`src/rtl/shift_sequencer_if.sv`:
```
// Request/response bundle between the multi-cycle control FSM and shift_sequencer.
// master: the controller, which drives start/op_in/op_type/op_amt and observes busy/done/result.
// slave: the sequencer, which observes the request and drives busy/done/result.
interface shift_sequencer_if #(
  parameter int WIDTH = 8,
  parameter int AMT_W = 3
);
  logic             start;
  logic [WIDTH-1:0] op_in;
  logic [2:0]       op_type;
  logic [AMT_W-1:0] op_amt;
  logic             busy;
  logic             done;
  logic [WIDTH-1:0] result;

  modport master (
    output start, op_in, op_type, op_amt,
    input  busy, done, result
  );

  modport slave (
    input  start, op_in, op_type, op_amt,
    output busy, done, result
  );
endinterface

```
`src/rtl/shift_sequencer.sv`:
```
// Purpose: runs an external 1-bit shifter op_amt times, feeding each output back in.
// Latency: done pulses op_amt+1 cycles after the accepting edge (1 cycle when op_amt==0).
// Backpressure: start is taken only in IDLE; requests while busy are dropped, never queued.
//
// Ports: clk, rst_n (synchronous, active-low); bus (shift_sequencer_if.slave) carries
// start/op_in/op_type/op_amt in and busy/done/result out; sh_in/sh_type drive the
// shifter, sh_out returns from it. Defining SHIFT_SEQ_CARRY_EN adds carry_out, the
// last bit shifted out of the accumulator, updated together with result.
module shift_sequencer #(
  parameter int WIDTH = 8,
  parameter int AMT_W = 3
) (
  input  logic                 clk,
  input  logic                 rst_n,
  shift_sequencer_if.slave     bus,
  output logic [WIDTH-1:0]     sh_in,
  output logic [2:0]           sh_type,
  input  logic [WIDTH-1:0]     sh_out
`ifdef SHIFT_SEQ_CARRY_EN
  ,
  output logic                 carry_out
`endif
);

  typedef enum logic [1:0] {
    S_IDLE  = 2'd0,
    S_SHIFT = 2'd1,
    S_DONE  = 2'd2
  } state_t;

  state_t           state_q, state_d;
  logic [WIDTH-1:0] acc_q, acc_d;
  logic [2:0]       type_q, type_d;
  logic [AMT_W-1:0] cnt_q, cnt_d;
  logic [WIDTH-1:0] result_q, result_d;
  logic             done_q, done_d;
`ifdef SHIFT_SEQ_CARRY_EN
  logic             carry_q, carry_d;
  logic             carry_step;

  // Bit that the current step pushes out of acc: MSB for left shifts/rotates,
  // LSB for right ones; pass-through types shift nothing out.
  always_comb begin
    carry_step = 1'b0;
    case (type_q)
      3'd1, 3'd3:       carry_step = acc_q[WIDTH-1];
      3'd2, 3'd4, 3'd5: carry_step = acc_q[0];
      default:          carry_step = 1'b0;
    endcase
  end
`endif

  always_comb begin
    state_d  = state_q;
    acc_d    = acc_q;
    type_d   = type_q;
    cnt_d    = cnt_q;
    result_d = result_q;
    done_d   = 1'b0;
`ifdef SHIFT_SEQ_CARRY_EN
    carry_d  = carry_q;
`endif
    case (state_q)
      S_IDLE: begin
        if (bus.start) begin
          acc_d  = bus.op_in;
          type_d = bus.op_type;
          cnt_d  = bus.op_amt;
          if (bus.op_amt == '0) begin
            // Zero-step request: the operand is the answer, skip SHIFT entirely.
            state_d  = S_DONE;
            result_d = bus.op_in;
            done_d   = 1'b1;
`ifdef SHIFT_SEQ_CARRY_EN
            carry_d  = 1'b0;
`endif
          end else begin
            state_d = S_SHIFT;
          end
        end
      end
      S_SHIFT: begin
        acc_d = sh_out;
        cnt_d = cnt_q - AMT_W'(1);
        if (cnt_q == AMT_W'(1)) begin
          // Last step: sh_out already holds the final value, so register it
          // as the result on the same edge that enters DONE.
          state_d  = S_DONE;
          result_d = sh_out;
          done_d   = 1'b1;
`ifdef SHIFT_SEQ_CARRY_EN
          carry_d  = carry_step;
`endif
        end
      end
      S_DONE: begin
        state_d = S_IDLE;
      end
      default: begin
        state_d = S_IDLE;
      end
    endcase
  end

  always_ff @(posedge clk) begin
    if (!rst_n) begin
      state_q  <= S_IDLE;
      acc_q    <= '0;
      type_q   <= '0;
      cnt_q    <= '0;
      result_q <= '0;
      done_q   <= 1'b0;
`ifdef SHIFT_SEQ_CARRY_EN
      carry_q  <= 1'b0;
`endif
    end else begin
      state_q  <= state_d;
      acc_q    <= acc_d;
      type_q   <= type_d;
      cnt_q    <= cnt_d;
      result_q <= result_d;
      done_q   <= done_d;
`ifdef SHIFT_SEQ_CARRY_EN
      carry_q  <= carry_d;
`endif
    end
  end

  assign bus.busy   = (state_q != S_IDLE);
  assign bus.done   = done_q;
  assign bus.result = result_q;
  assign sh_in      = acc_q;
  // Outside SHIFT the shifter is told to pass through, so it never sees a stale type.
  assign sh_type    = (state_q == S_SHIFT) ? type_q : 3'b000;
`ifdef SHIFT_SEQ_CARRY_EN
  assign carry_out  = carry_q;
`endif

endmodule

```
`src/flat_wrapper.sv`:
```
// flat-port wrapper written by rule: the top's interface ports become plain ports
module shift_sequencer_flat 
#(
  parameter int WIDTH = 8,
  parameter int AMT_W = 3
)
  (clk, rst_n, sh_in, sh_type, sh_out, bus_start, bus_op_in, bus_op_type, bus_op_amt, bus_busy, bus_done, bus_result);
  shift_sequencer_if #(.WIDTH(WIDTH), .AMT_W(AMT_W)) bus_i ();
  input  logic clk;
  input  logic rst_n;
  output logic [WIDTH-1:0] sh_in;
  output logic [2:0] sh_type;
  input  logic [WIDTH-1:0] sh_out;
  input wire logic [$bits(bus_i.start)-1:0] bus_start;
  input wire logic [$bits(bus_i.op_in)-1:0] bus_op_in;
  input wire logic [$bits(bus_i.op_type)-1:0] bus_op_type;
  input wire logic [$bits(bus_i.op_amt)-1:0] bus_op_amt;
  output wire logic [$bits(bus_i.busy)-1:0] bus_busy;
  output wire logic [$bits(bus_i.done)-1:0] bus_done;
  output wire logic [$bits(bus_i.result)-1:0] bus_result;
  assign bus_i.start = bus_start;
  assign bus_i.op_in = bus_op_in;
  assign bus_i.op_type = bus_op_type;
  assign bus_i.op_amt = bus_op_amt;
  assign bus_busy = bus_i.busy;
  assign bus_done = bus_i.done;
  assign bus_result = bus_i.result;
  shift_sequencer #(.WIDTH(WIDTH), .AMT_W(AMT_W)) u_core (.clk(clk), .rst_n(rst_n), .bus(bus_i), .sh_in(sh_in), .sh_type(sh_type), .sh_out(sh_out));
endmodule
```
`config.mk`:
```
export PLATFORM = sky130hd
export DESIGN_NAME = shift_sequencer_flat
export DESIGN_NICKNAME = d
export VERILOG_FILES = /design/src/rtl/shift_sequencer_if.sv /design/src/rtl/shift_sequencer.sv /design/src/flat_wrapper.sv
export SDC_FILE = /design/constraint.sdc
export NUM_CORES = 1
export LEC_CHECK = 0
export ABC_AREA = 1
export CORE_AREA = 10 10 63 65
export CTS_BUF_LIST = sky130_fd_sc_hd__clkbuf_4 sky130_fd_sc_hd__clkbuf_8 sky130_fd_sc_hd__clkbuf_16
export DETAILED_ROUTE_END_ITERATION = 8
export DIE_AREA = 0 0 73 75
export PLACE_DENSITY = 0.92
export RECOVER_POWER = 50
export SYNTH_ARGS = -nofsm -noshare
export SYNTH_HDL_FRONTEND = slang
export SYNTH_SLANG_ARGS = --single-unit
export TNS_END_PERCENT = 1
```
`constraint.sdc`:
```
create_clock -name clk -period 1.9 [get_ports clk]
set_input_delay 0.38 -clock clk [delete_from_list [all_inputs] [get_ports clk]]
set_output_delay 0.38 -clock clk [all_outputs]
set_load 0.005 [all_outputs]
```
Yosys cells after proc, flatten, opt, wreduce, memory -nomap -nowiden
Index checks and enable logic that the tools add are counted.
- bits in registers: 25
- input bits: 25
- word-level logic and storage cells: 37
- equality and inequality tests: 5
- reduce and logical (&&, ||, !) cells: 8
- add/sub/neg operators: 1
- muxes and demuxes: 17
- operator list (kind ; count):
    two-way mux 8 bit ; 4
    one-hot mux 8 bit (2 select lines) ; 2
    two-way mux 2 bit ; 3
    two-way mux 3 bit ; 2
    one-hot mux 3 bit (2 select lines) ; 1
    AND reduction 2 bit ; 3
    inequality test 2 x 1 -> 1 bit (second input constant) ; 2
    one-hot mux 2 bit (2 select lines) ; 1
    AND reduction 4 bit ; 1
    nonzero test 2 bit ; 2
    == test 3 x 1 -> 1 bit (second input constant) ; 1
    zero test 3 bit ; 1
    two-way mux 1 bit ; 3
    subtractor 3 x 1 -> 3 bit (second input constant) ; 1
    == test 2 x 1 -> 1 bit (second input constant) ; 1
    zero test 2 bit ; 1
    inequality test 2 bit (second input constant) ; 1
    one-hot mux 1 bit (2 select lines) ; 1

Longest topological paths before layout
Gate-level depths: netlist of run 1.
- depth after elaboration: 4
- gate-level depth with buffers: 10

Worst setup path before layout of run 1
Ideal clock, no wire load.
- kind: register -> output
- start: register u_core.state_q[1]
- end: output port sh_type[0]
- slack: 0.699 ns
- data required time: 1.520 ns
- arrival time: 0.821 ns
- path buffers: 1
- stages on the path, launching flop included: 5
- cells stage by stage: dfxtp_1 > inv_2 > nand2_4 > buf_6 > nor2_1
- word-level cells in the longest chain between the ends: 2
- ends and longest elaborated chain (what ; RTL line ; source):
    start, declared ; shift_sequencer.sv:31 ; state_t state_q, state_d;
    start signal, assigned ; shift_sequencer.sv:117 ; state_q <= state_d;
    == test 2 x 1 -> 1 bit ; shift_sequencer.sv:134 ; assign sh_type = (state_q == S_SHIFT) ? type_q : 3'b000;
    two-way mux 3 bit ; shift_sequencer.sv:134 ;
    end, declared ; flat_wrapper.sv:12 ; output logic [2:0] sh_type;
No other way between the ends.

Worst setup path after layout of run 1
- start: register u_core.state_q[1]
- end: output port bus_busy
- word-level cells in the longest chain between the ends: 1
- ends and longest elaborated chain (what ; RTL line ; source):
    nonzero test 2 bit ; shift_sequencer.sv:129 ; assign bus.busy = (state_q != S_IDLE);
    end, declared ; flat_wrapper.sv:18 ; output wire logic [$bits(bus_i.busy)-1:0] bus_busy;
No other way between the ends.

==> results of run 1 <==
[registers in the layout, indices dropped and copies added, names as in the netlist]
| register | count |
|---|---|
| u_core.bus.result | 8 |
| u_core.sh_in | 8 |
| u_core.cnt_q | 3 |
| u_core.type_q | 3 |
| u_core.state_q | 2 |
| u_core.bus.done | 1 |
[routing by layer]
metal / wire length, microns / up-vias
li1: - / 652
met1: 1420 / 540
met2: 1460 / 43
met3: 366 / 4
met4: 34 / 0
met5: 0 / -
[metrics by stage]
stage / hold slack, ns / cells / cell area (sq um)
2_1_floorplan: 0.429 / 179 / 1260
3_3_place_gp: 0.438 / 251 / 1700
3_5_place_dp: 0.456 / 251 / 1700
4_1_cts: 0.476 / 255 / 1740
5_1_grt: 0.507 / 255 / 1750
6_report: 0.470 / 255 / 1750
[path summary, 6_finish.rpt]
path | endpoint | startpoint | slack [ns]
worst max-delay path | bus_busy | u_core.state_q[1] | 0.1
worst min-delay path | u_core.type_q[1] | u_core.type_q[1] | 0.47
worst max register to register | u_core.bus.result[5] | u_core.state_q[0] | 0.52
worst min register to register | u_core.type_q[1] | u_core.type_q[1] | 0.47
[tightest hold or removal path, delay by kind of cell (launching register included)]
kind,cells,cell delay [ns]
buffers and inverters,1,0.06
AOI/OAI and AO/OA,1,0.06
DFF,1,0.33
[cells by family after synthesis]
family | synth area share (%)
AND/OR/NAND/NOR | 28.2
AO/OA/AOI/OAI | 15.8
buffers and inverters | 14.4
flip-flops | 39.7
adder cells (fa/ha/maj) | 1.98
[layout make-up]
| class | count | share of cell area (%) |
|---|---|---|
| repair buffers | 48 | 27.2 |
| inverters | 30 | 6.71 |
| clock buffers | 3 | 1.29 |
| multi-input cells | 117 | 33.4 |
| flip-flops and latches | 25 | 28.8 |
| well taps | 31 | 2.21 |
| clock inverters | 1 | 0.429 |
[cells in the final DEF (no fill, tap or decap), drive strengths merged]
cell           count
dfxtp             25
clkdlybuf4s50     41
clkinvlp           1
nand3             18
dlygate4sd3        1
o21ai             17
dlymetal6s2s       3
clkbuf             4
a21oi             22
buf                2
ha                 2
nor2              19
nand2             39
inv               30
[power by group through the flow]
stage / clock [mW] / combinational [mW] / sequential (mW)
3_5_place_dp: 0 / 0.421 / 0.633
2_1_floorplan: 0 / 0.248 / 0.630
5_1_grt: 0.281 / 0.481 / 0.632
3_3_place_gp: 0 / 0.412 / 0.632
4_1_cts: 0.253 / 0.425 / 0.623
6_report: 0.254 / 0.420 / 0.624
[what timing repair did]
action / in CTS / in global routing
endpoints found under the setup margin: 3 / 4
resized for setup: 2 / 6
hold buffers: 0 / 0
==> summary.md, run 1 <==
| Metric | Value |
|---|---|
| Outcome | `complete, no violations` |
| Starting Density | `between 40% and 50%` |
| Area used by multi-input combinational logic | `approximately 600 sq um` |
| Setup Slack @ Placement | `0.286 ns` |
| Gr busiest metal | `met2` |
| Number of synthesized register bits | `25` |
| Met3 usage | `under 10%` |
| First-pass GRT wire length | `about 5600 microns` |
| GR Util All Layers | `approximately 12%` |
| Instance count along the most critical hold path | `2` |
| Skew-Pair Late Insertion Delay | `around 0.33 ns` |
| CP Max Fanout | `4` |
| Post-Synthesis Cells | `about 180` |
| Synth top cells by count | `sky130_fd_sc_hd__nand2_1, sky130_fd_sc_hd__inv_1, sky130_fd_sc_hd__dfxtp_1, sky130_fd_sc_hd__a21oi_1, sky130_fd_sc_hd__nand3_1` |
| Number of port buffers | `45` |
| Die outline area | `between 0.005 and 0.006 sq mm` |
| Drt total wl | `around 3300 microns` |
| Register-to-Register Path Depth | `8` |
| Clock input transition at the sequential cells of the worst setup and hold paths | `roughly 0.16 ns` |
| Post-synth EDFFs | `0` |
| Critical path type | `reg2out` |
| Achievable clock frequency | `0.554 GHz` |
| Number of global-route vias before repair | `~1.3k` |
| Number of setup buffers added after CTS | `0` |
| Slowest stage cell, crit path | `sky130_fd_sc_hd__clkdlybuf4s50_1` |
| Met1 GRT Util | `between 10% and 20%` |
| Max capacitance violation total | `0` |
| Period utilisation layout | `a little over nine tenths` |
| Die height | `about 75 microns` |
| Buffers from clock root to sink, at most | `2` |
| CTS Sinks | `25` |
| Row count | `19` |
| Pin count of the biggest net entering global routing | `23` |
| Final Hold Fails | `0` |
| Nature of the critical path endpoint | `output port` |
| Final setup slack of the worst path | `0.0955 ns` |
| Portion of total power attributed to sequential cells | `approximately half` |
| Static leakage | `between 0.8 and 0.9 nW` |
| Syn Area/Cell | `7.05 sq um` |
| Critical path required time | `approximately 1.5 ns` |
| Total number of H-tree levels | `1` |
| Die Width | `73 microns` |
| Utilization after layout | `64.6%` |
| Overall power consumption | `~1.3 mW` |
| Met2 usage in global routing | `about a fifth` |
| Number of antenna violations at the first check in global routing | `0` |
| Buffer cell driving the clock tree root | `sky130_fd_sc_hd__clkbuf_4` |
| Flip-flop cell with the highest count after synthesis | `sky130_fd_sc_hd__dfxtp_1` |
| Maximum VDD drop | `565 uV` |
| Logic gate share of total power | `approximately a third` |
| Portion of total power attributed to the clock network | `about 20%` |
| Time the worst path needs with I/O delays and setup | `about 1.8 ns` |
| Data arrival time of the critical path | `between 1 and 1.5 ns` |
| Area contributors post-synth | `sky130_fd_sc_hd__dfxtp_1, sky130_fd_sc_hd__nand2_1, sky130_fd_sc_hd__a21oi_1` |
| Iteration-0 DRC Markers | `between 80 and 90` |
| Worst path cell trace | `nor2_4, inv_1, clkdlybuf4s50_1` |
| Switching part of the total | `around 33%` |
| Clock tree from TritonCTS | `done` |
| Internal portion of total power | `roughly 0.9 mW` |
| Share of cells above drive strength 1 | `roughly 8.5%` |
| Post-DR vias/cell | `about 4.9` |
| Via total after detailed routing | `approximately 1.2k` |
| Drt wl/cell | `about 13 microns` |
| Setup tns final | `0 ns` |
| Maximum single-stage delay on the critical path | `approximately 0.44 ns` |
| Pwr per Cell Area | `roughly 740 mW/mm^2` |
| Number of antenna repair diodes | `0` |
| Total CTS buffers | `3` |
| 1st-pass router iterations | `4` |
| Gpl congestion | `0.863` |
| Post-synth ARST share | `0%` |
| Normalized max-slew margin | `44.0%` |
| Pins over their slew limit | `0` |
| Crit path depth | `3` |
| Area Growth Syn to Fin | `38.9%` |
| Sort of element at the start of the critical path | `flop` |
| Post-route clock skew | `approximately 0.014 ns` |
| IO Count | `46` |
| Setup repair after global routing missed its margin | `false` |
| Sw power | `around 0.42 mW` |
| Core outline area | `roughly 0.0027 sq mm` |
| Final HPWL DP | `2460 microns` |
| # fillers | `between 200 and 250` |
| Combined area of all synthesized cells | `~0.0013 sq mm` |
| Worst Tran Pin Value | `roughly 0.84 ns` |
| Count of unique library cells instantiated by Yosys | `18` |
| Path category of the worst min-delay check | `reg2reg` |
| Leftover overflow at the end of global routing | `0` |
| Critical path buffers and inverters | `2` |
| YS warnings | `0` |
| Number of nets with antenna violations after detailed routing | `0` |
| Endpoints failing setup | `0` |
| Synth area leader | `sky130_fd_sc_hd__dfxtp_1` |
| Library cell with the highest instance count after synthesis | `sky130_fd_sc_hd__nand2_1` |
| Count of nets after finishing | `approximately 250` |
| Share of the yosys chip area belonging to registers | `between 30% and 40%` |
| Top-area cell type share of the netlist area | `between 30% and 40%` |
| FF/Latch Area | `504 sq um` |
| Family with the most delay on the worst path | `buffers and inverters` |
| Nets in the synthesized netlist | `206` |
| Number of remaining DRC errors | `0` |
(Power assumes the default switching activity.)
==> inputs of run 2 (changes only) <==
Settings changed: CAP_MARGIN set to 10.
==> results of run 2 <==
No change in the layout: final DEF, timing and power equal those of run 1.
